### config.mk
export PLATFORM = sky130hd
export DESIGN_NAME = clk_div_bank
export DESIGN_NICKNAME = d
export VERILOG_FILES = /design/src/rtl/clk_div_pkg.sv /design/src/rtl/clk_div_chan.sv /design/src/rtl/clk_div_bank.sv
export SDC_FILE = /design/constraint.sdc
export NUM_CORES = 1
export LEC_CHECK = 0
export CORE_ASPECT_RATIO = 1.2
export CORE_UTILIZATION = 50
export DETAILED_ROUTE_END_ITERATION = 10
export GPL_ROUTABILITY_DRIVEN = 0
export PLACE_DENSITY = 0.73
export SLEW_MARGIN = 20
export SYNTH_ARGS = -nofsm -noshare
export SYNTH_HDL_FRONTEND = slang
export SYNTH_HIERARCHICAL = 1
export SYNTH_SLANG_ARGS = --single-unit
### constraint.sdc
create_clock -name clk -period 5.1 [get_ports clk]
set_clock_uncertainty 0.2 [all_clocks]
set_input_delay 1.02 -clock clk [delete_from_list [all_inputs] [get_ports clk]]
set_output_delay 1.02 -clock clk [all_outputs]
set_load 0.02 [all_outputs]
### src/rtl/clk_div_pkg.sv
// Shared definitions for the clk_div_bank programmable divider bank.
// Optional one-shot mode is enabled by defining CLK_DIV_ONESHOT_EN.
package clk_div_pkg;

  // Divide ratio loaded into every channel at reset (1 Hz from a 50 MHz clock).
  localparam int DEF_DIV_RESET = 50_000_000;

  // Reset values of the single-bit state shared by bank and channel.
  localparam logic RST_TICK    = 1'b0;
  localparam logic RST_LED     = 1'b0;
  localparam logic RST_PENDING = 1'b0;
  localparam logic RST_READY   = 1'b0;
  localparam logic RST_ERR     = 1'b0;
  localparam logic RST_DONE    = 1'b0;

  // Channel-select width; never narrower than one bit, even for a single channel.
  function automatic int ch_w(input int n);
    return (n <= 2) ? 1 : $clog2(n);
  endfunction

endpackage

### src/rtl/clk_div_chan.sv
// One divider channel: down-counter, active ratio, shadow ratio with pending
// flag, tick strobe and 50%-duty led toggle. The new ratio is applied only at
// a terminal count so a running period is never cut short or stretched.
// With CLK_DIV_ONESHOT_EN defined the channel gains oneshot/done ports.
module clk_div_chan
  import clk_div_pkg::*;
#(
  parameter int CNT_W   = 26,
  parameter int DEF_DIV = DEF_DIV_RESET
) (
  input  logic             clk,
  input  logic             rst_n,
  input  logic             en,
  input  logic             cfg_we,
  input  logic [CNT_W-1:0] cfg_div,
`ifdef CLK_DIV_ONESHOT_EN
  input  logic             oneshot,
  output logic             done,
`endif
  output logic             tick,
  output logic             led,
  output logic             pending
);

  localparam logic [CNT_W-1:0] RST_DIV = CNT_W'(DEF_DIV);
  localparam logic [CNT_W-1:0] ONE     = CNT_W'(1);

  logic [CNT_W-1:0] cnt_q, cnt_d;
  logic [CNT_W-1:0] div_q, div_d;
  logic [CNT_W-1:0] shadow_q, shadow_d;
  logic             pending_q, pending_d;
  logic             tick_q, tick_d;
  logic             led_q, led_d;
  logic [CNT_W-1:0] new_div;
  logic             terminal;
  logic             halted;

  // A requested ratio of zero behaves as one: tick every cycle.
  assign new_div  = (cfg_div == '0) ? ONE : cfg_div;
  assign terminal = (cnt_q == '0);

`ifdef CLK_DIV_ONESHOT_EN
  logic done_q, done_d;
  assign halted = done_q;
  assign done   = done_q;
`else
  assign halted = 1'b0;
`endif

  // Next-state logic: disabled channels park at div-1, enabled ones count down.
  always_comb begin
    // NOTE: every variable gets a default first so no path can infer a latch.
    cnt_d     = cnt_q;
    div_d     = div_q;
    shadow_d  = shadow_q;
    pending_d = pending_q;
    tick_d    = 1'b0;
    led_d     = led_q;
`ifdef CLK_DIV_ONESHOT_EN
    done_d    = done_q;
`endif
    if (!en) begin
      // An update still waiting for a terminal count lands now instead.
      if (pending_q) div_d = shadow_q;
      if (cfg_we)    div_d = new_div;
      pending_d = 1'b0;
      cnt_d     = div_d - ONE;
      led_d     = 1'b0;
`ifdef CLK_DIV_ONESHOT_EN
      done_d    = 1'b0;
`endif
    end else if (!halted) begin
      if (terminal) begin
        tick_d = 1'b1;
        led_d  = ~led_q;
        if (pending_q) begin
          div_d     = shadow_q;
          pending_d = 1'b0;
        end
        cnt_d = div_d - ONE;
`ifdef CLK_DIV_ONESHOT_EN
        if (oneshot) done_d = 1'b1;
`endif
      end else begin
        cnt_d = cnt_q - ONE;
      end
    end
    // Accepted while running: park in the shadow; a same-edge terminal count
    // above has already reloaded with the old ratio.
    if (en && cfg_we) begin
      shadow_d  = new_div;
      pending_d = 1'b1;
    end
  end

  // State registers with synchronous active-low reset.
  always_ff @(posedge clk) begin
    // NOTE: non-blocking assignments so every flop samples pre-edge values.
    if (!rst_n) begin
      cnt_q     <= RST_DIV - ONE;
      div_q     <= RST_DIV;
      shadow_q  <= '0;
      pending_q <= RST_PENDING;
      tick_q    <= RST_TICK;
      led_q     <= RST_LED;
`ifdef CLK_DIV_ONESHOT_EN
      done_q    <= RST_DONE;
`endif
    end else begin
      cnt_q     <= cnt_d;
      div_q     <= div_d;
      shadow_q  <= shadow_d;
      pending_q <= pending_d;
      tick_q    <= tick_d;
      led_q     <= led_d;
`ifdef CLK_DIV_ONESHOT_EN
      done_q    <= done_d;
`endif
    end
  end

  assign tick    = tick_q;
  assign led     = led_q;
  assign pending = pending_q;

endmodule

### src/rtl/clk_div_bank.sv
// Multi-channel programmable clock divider / tick generator.
// Holds the config decode, the per-channel ready mux and the error pulse;
// the counting itself lives in clk_div_chan.
// Defining CLK_DIV_ONESHOT_EN adds the oneshot/done ports.
module clk_div_bank
  import clk_div_pkg::*;
#(
  parameter int NUM_CH   = 5,
  parameter int CNT_W    = 26,
  parameter int DEF_DIV  = DEF_DIV_RESET,
  localparam int CH_W    = ch_w(NUM_CH)
) (
  input  logic              clk,
  input  logic              rst_n,
  input  logic [NUM_CH-1:0] ch_en,
  input  logic              cfg_valid,
  output logic              cfg_ready,
  input  logic [CH_W-1:0]   cfg_ch,
  input  logic [CNT_W-1:0]  cfg_div,
  output logic              cfg_err,
`ifdef CLK_DIV_ONESHOT_EN
  input  logic [NUM_CH-1:0] oneshot,
  output logic [NUM_CH-1:0] done,
`endif
  output logic [NUM_CH-1:0] tick,
  output logic [NUM_CH-1:0] led
);

  localparam int SEL_N = 1 << CH_W;

  logic [NUM_CH-1:0] pending;
  logic [SEL_N-1:0]  pending_ext;
  logic              ready_q, ready_d;
  logic              err_q, err_d;
  logic              accept;
  logic              out_of_range;

  // Pad the pending flags so unused channel codes select a zero (always ready).
  always_comb begin
    pending_ext                = '0;
    pending_ext[NUM_CH-1:0]    = pending;
  end

  assign out_of_range = (int'(cfg_ch) >= NUM_CH);
  assign cfg_ready    = ready_q & ~pending_ext[cfg_ch];
  assign accept       = cfg_valid & cfg_ready;

  // Ready comes up one edge after reset; error pulses one cycle per bad request.
  always_comb begin
    ready_d = 1'b1;
    err_d   = accept & out_of_range;
  end

  // Bank control registers.
  always_ff @(posedge clk) begin
    if (!rst_n) begin
      ready_q <= RST_READY;
      err_q   <= RST_ERR;
    end else begin
      ready_q <= ready_d;
      err_q   <= err_d;
    end
  end

  assign cfg_err = err_q;

  for (genvar i = 0; i < NUM_CH; i++) begin : g_ch
    logic we;
    assign we = accept & (cfg_ch == CH_W'(i));

    clk_div_chan #(
      .CNT_W   (CNT_W),
      .DEF_DIV (DEF_DIV)
    ) u_chan (
      .clk     (clk),
      .rst_n   (rst_n),
      .en      (ch_en[i]),
      .cfg_we  (we),
      .cfg_div (cfg_div),
`ifdef CLK_DIV_ONESHOT_EN
      .oneshot (oneshot[i]),
      .done    (done[i]),
`endif
      .tick    (tick[i]),
      .led     (led[i]),
      .pending (pending[i])
    );
  end

endmodule

==> results of run 1 <==
## per-stage QoR
step | instances | utilization, % | power, W
floorplan | 2903 | - | 0.00407
global placement | 3495 | 53.7 | 0.00439
detailed placement | 3495 | 53.7 | 0.00442
CTS | 3570 | 56.8 | 0.00760
global route | 3570 | 56.8 | 0.00785
finish | 3571 | 56.8 | 0.00760
## report_power, final
part / internal [W] / total, W / switching [W]
Combinational: 0.000370 / 0.00100 / 0.000630
Sequential: 0.00330 / 0.00338 / 0.0000798
Clock: 0.00187 / 0.00322 / 0.00135
## synthesized netlist by cell type (all sizes together), types with 11 or more instances
master / n
nand4: 38
a31o: 18
o31ai: 21
a21oi: 250
and3: 27
o21a: 11
o21ai: 114
nand2: 502
a211oi: 12
nand3: 47
nor4: 81
mux2i: 99
a21o: 29
nand2b: 44
or3: 30
o311ai: 13
a22oi: 14
nor3: 43
and2: 35
xnor2: 27
mux2: 128
dfxtp: 407
and4: 25
buf: 62
xor2: 27
clkbuf: 137
nor2: 374
a221oi: 27
a31oi: 65
o211ai: 63
inv: 24
## cells by family (layout without fill, tap and decap cells)
logic type / count (synthesis) / after routing / share of synthesized area (%)
xor+xnor: 54 / 54 / 2.06
flops: 407 / 407 / 35.5
other cells: 0 / 1 / 0
simple gates: 1291 / 1291 / 26.5
compound gates: 691 / 691 / 19.8
fa+ha+maj: 5 / 5 / 0.272
mux: 228 / 228 / 11.0
buf+inv: 227 / 285 / 4.98
## layout make-up
class,instances,area [µm²]
clock buffer,63,1300
sequential,407,8150
antenna,1,2.50
fill,4119,19500
tap,609,762
inverter,28,105
clock inverter,12,115
timing repair buffer,182,1460
multi-input combinational,2269,13700
## worst paths after layout
kind	start	cells past startpoint	to	slack (ps)
worst max-delay path	cfg_valid	11	g_ch[4].u_chan/cnt_q[17]	520
worst min-delay path	g_ch[4].u_chan/shadow_q[2]	2	g_ch[4].u_chan/shadow_q[2]	250
worst max register to register	ready_q	10	g_ch[4].u_chan/cnt_q[17]	1070
worst min register to register	g_ch[4].u_chan/shadow_q[2]	2	g_ch[4].u_chan/shadow_q[2]	250
## layer usage
layer	vias up	GRT usage, %
met5	-	0
met4	2	19.9
met3	300	6.59
met2	983	52.3
met1	10617	36.3
li1	10442	-
## state kept, by name, indices dropped and copies added, names as in the netlist
signal                count
g_ch.u_chan/pending       5
g_ch.u_chan/tick          5
g_ch.u_chan/cnt_q       130
g_ch.u_chan/div_q       130
g_ch.u_chan/led           5
g_ch.u_chan/shadow_q    130
cfg_err                   1
ready_q                   1
## critical path, cell delays in order
cell and delay (ps):
clkdlybuf4s50_1 500, nand3_1 130, nor4_2 650, inv_1 410
buf_4 270, mux2i_1 170, o221ai_1 180, or3_1 380
or4_1 600, or4_1 500, nand3_1 90
==> metrics, run 1 <==
Post CTS Setup Buffer Count=0; cell types with the largest area share after synthesis=dfxtp_1 35%, nand2_1 8.2%, nor2_1 6.0%; H-tree Lvls=2; commonest non-fill, non-tap cell in the layout=nand2_1; TritonRoute pass-1 iters=5; number of antenna violations at the first check in global routing=1; leakage component of the power=9.62 nW; fraction of synthesis flops using an asynchronous set or reset pin=0%; final worst setup slack=517 ps; sequential cell area fraction in the yosys report=35.5%; CTS clock-pin slew for the worst setup and hold paths=60 ps; achievable clock frequency=218 MHz; routed wire length on met3=6.00 mm; Skew-Pair Late Insertion Delay=590 ps; Die Span Y=237 µm; crit path kind=primary input to flop; most common flop cell mapped by yosys=dfxtp_1; via count of the first global-routing pass=21971; power density normalized to cell area=297 mW/mm²; cell accounting for the most synthesized area=dfxtp_1; average cell area after synthesis=7.91 µm²; Setup Slack @ Placement=122 ps; aggregate global routing overflow=0; number of nets in the finished design=2974; layout overhead on the synthesized area=11.5%; CTS buffer count=44; crit end category=flop; class of the tightest hold or removal check=flop to flop; met1 wire length=28.3 mm; wire length of the first global-routing pass=117 mm; Highest Signal Layer=met5; detailed-route wire length per cell=20.6 µm; maximum ir drop on the vdd rail=272 µV; count of routing violations after the opening detailed-route iteration=1898; Initial Util=50.9%; io pins=49; Core Area=0.0451 mm²; clock tree sinks=407; number of remaining DRC errors=0; final-report max-slew violation count=0; number of I/O port buffers=48; remaining max-slew budget at the tightest pin=24.6%; number of buffers inserted by hold repair at cts=0; minimum hold slack=254 ps; Clock Path Buffers=3; post-route antenna net violation count=0; number of gates resized after cts=0; share of the synthesized area in the top cell type=35.5%; via-per-instance ratio=6.26; CTS tree=done; number of synthesized register bits=407; largest fanout of any net on the critical path=8; HPWL reported at the end of detailed placement=51.1 mm; routed wire length=73.7 mm; Synth Net Count=2945; time the final worst path needs with I/O delays and setup=4580 ps; number of synthesized flops with an enable pin=0; number of failing setup endpoints in the final timing report=0; maximum number of pins on one net before global-route repair=72; TNS Setup=0 ps; Clock Tree Root=clkbuf_16; top library cells by usage in the layout, fill and taps aside=501 x nand2_1, 407 x dfxtp_1, 365 x nor2_1; share of the cycle needed by the critical path after routing=89.9%; GR Util All Layers=31.3%; number of placement rows=85; number of synthesis warnings=6; result of the run=finished, final reports clean; Worst Tran Pin Value=1130 ps; fraction of final layout cells with drive strength greater than 1=14.8%; maximum capacitance violations=0; Die Wd=198 µm; number of instances in the synthesized netlist=2903; type of origin of the critical path=primary input; total die area=0.0468 mm²; routed vias=22344; data required time of the worst path=5420 ps; Non-Filler Cell Area, Final=0.0256 mm²; RSZ-0062 raised after global routing=false; total count of hold-check failures in the final report=0; WL met2=34.6 mm; Yosys cell types=89; Critical Path AT=4900 ps; cell area after placement=0.0242 mm²; area of the mapped netlist=0.0230 mm²
Note: power is estimated with default switching activity, not from simulation.
==> run 2: changes to the inputs <==
--- a/config.mk
+++ b/config.mk
@@ -6,10 +6,10 @@
 export NUM_CORES = 1
 export LEC_CHECK = 0
 export CORE_ASPECT_RATIO = 1.2
-export CORE_UTILIZATION = 50
+export CORE_UTILIZATION = 60
 export DETAILED_ROUTE_END_ITERATION = 10
 export GPL_ROUTABILITY_DRIVEN = 0
-export PLACE_DENSITY = 0.73
+export PLACE_DENSITY = 0.84
 export SLEW_MARGIN = 20
 export SYNTH_ARGS = -nofsm -noshare
 export SYNTH_HDL_FRONTEND = slang
==> metrics, run 2 (synthesized netlist as in run 1, its figures left out) <==
fraction of final layout cells with drive strength greater than 1=14.4% (was 14.8%); Clock Tree Root=clkbuf_16 (unchanged); detailed-route wire length per cell=21.4 µm (was 20.6 µm); CTS tree=done (unchanged); final-report max-slew violation count=0 (unchanged); crit path kind=primary input to flop (unchanged); routed wire length=73.3 mm (was 73.7 mm); Die Wd=181 µm (was 198 µm); count of routing violations after the opening detailed-route iteration=2640 (was 1898); TNS Setup=0 ps (unchanged); leakage component of the power=9.52 nW (was 9.62 nW); TritonRoute pass-1 iters=6 (was 5); sequential group share of total power=45.3% (was 44.5%); largest fanout of any net on the critical path=15 (was 8); result of the run=finished, final reports clean (unchanged); cell-by-cell trace of the critical path=clkdlybuf4s50_1 -> nand3_1 -> nor4_2 -> inv_1 -> buf_4 -> mux2i_1 -> o21ai_0 -> a31o_2 -> or4_1 -> nor4_1 -> and4_1 -> o21ai_1 (was clkdlybuf4s50_1 -> nand3_1 -> nor4_2 -> inv_1 -> buf_4 -> mux2i_1 -> o221ai_1 -> or3_1 -> or4_1 -> or4_1 -> nand3_1); Clock Path Buffers=3 (unchanged); Power Internal=0.00543 W (was 0.00554 W); crit end category=flop (unchanged); Die Span Y=216 µm (was 237 µm); number of placement rows=78 (was 85); Initial Util=60.8% (was 50.9%); net switching power=0.00204 W (was 0.00206 W); Crit Reg-Reg Endpoint=g_ch[4].u_chan/cnt_q[23] (was g_ch[4].u_chan/cnt_q[17]); routed vias=22961 (was 22344); post-route antenna net violation count=0 (unchanged); total count of hold-check failures in the final report=0 (unchanged); registers with the highest flip-flop counts=g_ch.u_chan/cnt_q (130), g_ch.u_chan/div_q (130), g_ch.u_chan/shadow_q (130) (unchanged); maximum ir drop on the vdd rail=263 µV (was 272 µV); maximum number of pins on one net before global-route repair=76 (was 72); worst hold stages=2 (unchanged); maximum capacitance violations=0 (unchanged); layout overhead on the synthesized area=10.2% (was 11.5%); top library cells by usage in the layout, fill and taps aside=501 x nand2_1, 407 x dfxtp_1, 365 x nor2_1 (unchanged); Critical Path AT=4930 ps (was 4900 ps); number of I/O port buffers=48 (unchanged); total die area=0.0391 mm² (was 0.0468 mm²); aggregate global routing overflow=0 (unchanged); Skew-Pair Late Insertion Delay=560 ps (was 590 ps); share of power burned in the clock network=41.3% (was 42.3%); HPWL reported at the end of detailed placement=48.6 mm (was 51.1 mm); library cell contributing the largest single delay on the critical path=nor4_2 (unchanged); io pins=49 (unchanged); Hold Crit Start=g_ch[3].u_chan/shadow_q[19] (was g_ch[4].u_chan/shadow_q[2]); peak per-stage delay on the critical path=660 ps (was 650 ps); type of origin of the critical path=primary input (unchanged); minimum hold slack=249 ps (was 254 ps); via-per-instance ratio=6.70 (was 6.26); final cell count without fillers=3429 (was 3571); RR Startpoint=ready_q (unchanged); worst reg-to-reg path cell count=11 (was 10); number of antenna violations at the first check in global routing=3 (was 1); number of remaining DRC errors=0 (unchanged); Logic pwr share=13.4% (was 13.2%); clock tree sinks=407 (unchanged); power density normalized to cell area=295 mW/mm² (was 297 mW/mm²); number of failing setup endpoints in the final timing report=0 (unchanged); number of nets in the finished design=2959 (was 2974); via count of the first global-routing pass=22177 (was 21971); Post CTS Setup Buffer Count=0 (unchanged); H-tree Lvls=2 (unchanged); largest delay contributor family on the critical path=simple AND/OR/NAND/NOR gates (unchanged); share of the cycle needed by the critical path after routing=92.8% (was 89.9%); wire length of the first global-routing pass=116 mm (was 117 mm); data required time of the worst path=5300 ps (was 5420 ps); number of buffers inserted by hold repair at cts=0 (unchanged); remaining max-slew budget at the tightest pin=26.7% (was 24.6%); Worst Tran Pin Value=1100 ps (was 1130 ps); Core Area=0.0378 mm² (was 0.0451 mm²); total buffers and inverters traversed by the critical path=3 (unchanged); number of fill cells=2955 (was 4119); achievable clock frequency=211 MHz (was 218 MHz); GR Util All Layers=36.9% (was 31.3%); commonest non-fill, non-tap cell in the layout=nand2_1 (unchanged); fraction of power spent switching nets=27.3% (was 27.1%); class of the tightest hold or removal check=flop to flop (unchanged); CTS buffer count=42 (was 44); worst-case hold path end point=g_ch[3].u_chan/shadow_q[19] (was g_ch[4].u_chan/shadow_q[2]); number of gates resized after cts=0 (unchanged); time the final worst path needs with I/O delays and setup=4730 ps (was 4580 ps); RSZ-0062 raised after global routing=false (unchanged); worst reg-to-reg setup slack=990 ps (was 1070 ps); CTS clock-pin slew for the worst setup and hold paths=60 ps (about the same); placed instance count=3353 (was 3495)
==> run 2: cell count changes in the layout (fill, tap and decap cells not counted), moves of 2 or more <==
cell / before / now
buf_4: 135 / 121
clkbuf_1: 7 / 9
clkbuf_8: 11 / 8
clkbuf_16: 45 / 43
==> run 2: final cells by class <==
| type | instances | area, µm² | share of cell area (%) |
|---|---|---|---|
| Timing Repair Buffer | 169 | 1370 | 5.43 |
| Inverter | 28 | 105 | 0.415 |
| Sequential cell | 407 | 8150 | 32.2 |
| Clock buffer | 60 | 1220 | 4.82 |
| Antenna cell | 1 | 2.50 | 0.00989 |
| Clock inverter | 15 | 136 | 0.539 |
| Tap cell | 480 | 601 | 2.37 |
| Multi-Input combinational cell | 2269 | 13700 | 54.2 |
==> run 2: worst max-delay path by stage <==
stage | start | to | slack, ps | depth (start not counted)
final | cfg_ch[2] | g_ch[4].u_chan/cnt_q[23] | 370 | 12
after global routing | cfg_ch[2] | g_ch[4].u_chan/cnt_q[23] | 190 | 12
after CTS | cfg_ch[2] | g_ch[4].u_chan/cnt_q[23] | 600 | 12
after detailed placement | cfg_ch[2] | g_ch[4].u_chan/cnt_q[23] | 30 | 12
after global placement | cfg_ch[2] | g_ch[4].u_chan/cnt_q[17] | 150 | 11
after floorplan | cfg_ch[2] | g_ch[3].u_chan/cnt_q[20] | 910 | 14
==> run 2: power groups by stage <==
stage	Clock (W)	Sequential [W]	Combinational [W]
after global placement	0	0.00344	0.000925
after detailed placement	0	0.00345	0.000957
after CTS	0.00311	0.00338	0.000968
after floorplan	0	0.00342	0.000655
final	0.00309	0.00338	0.00101
after global routing	0.00323	0.00339	0.00108
==> run 2: worst reg2reg max path, delay by kind of cell, from the launching register on <==
family / cells / cell delay, ps
and+or+nand+nor: 5 / 1920
muxes: 1 / 220
DFF: 1 / 380
AOI/OAI and AO/OA: 3 / 520
buffers and inverters: 2 / 720
==> run 2: metrics by stage <==
stage / setup slack, ps / power [W] / area [µm²] / utilization, %
global route: 190 / 0.00770 / 25300 / 67.0
detailed placement: 31.2 / 0.00440 / 23900 / 63.4
floorplan: 911 / 0.00407 / 23000 / -
CTS: 598 / 0.00745 / 25300 / 67.0
finish: 369 / 0.00748 / 25300 / 67.0
global placement: 148 / 0.00437 / 23900 / 63.4
==> run 2: routing by layer <==
metal  up-vias  global-route usage [%]  share of wire [%]
met2      1372                    60.7                 46
met5         -                       0              0.038
met3       396                    8.60                 11
li1      10425                       -                  -
met1     10764                    43.2                 36
met4         4                    23.6                6.7
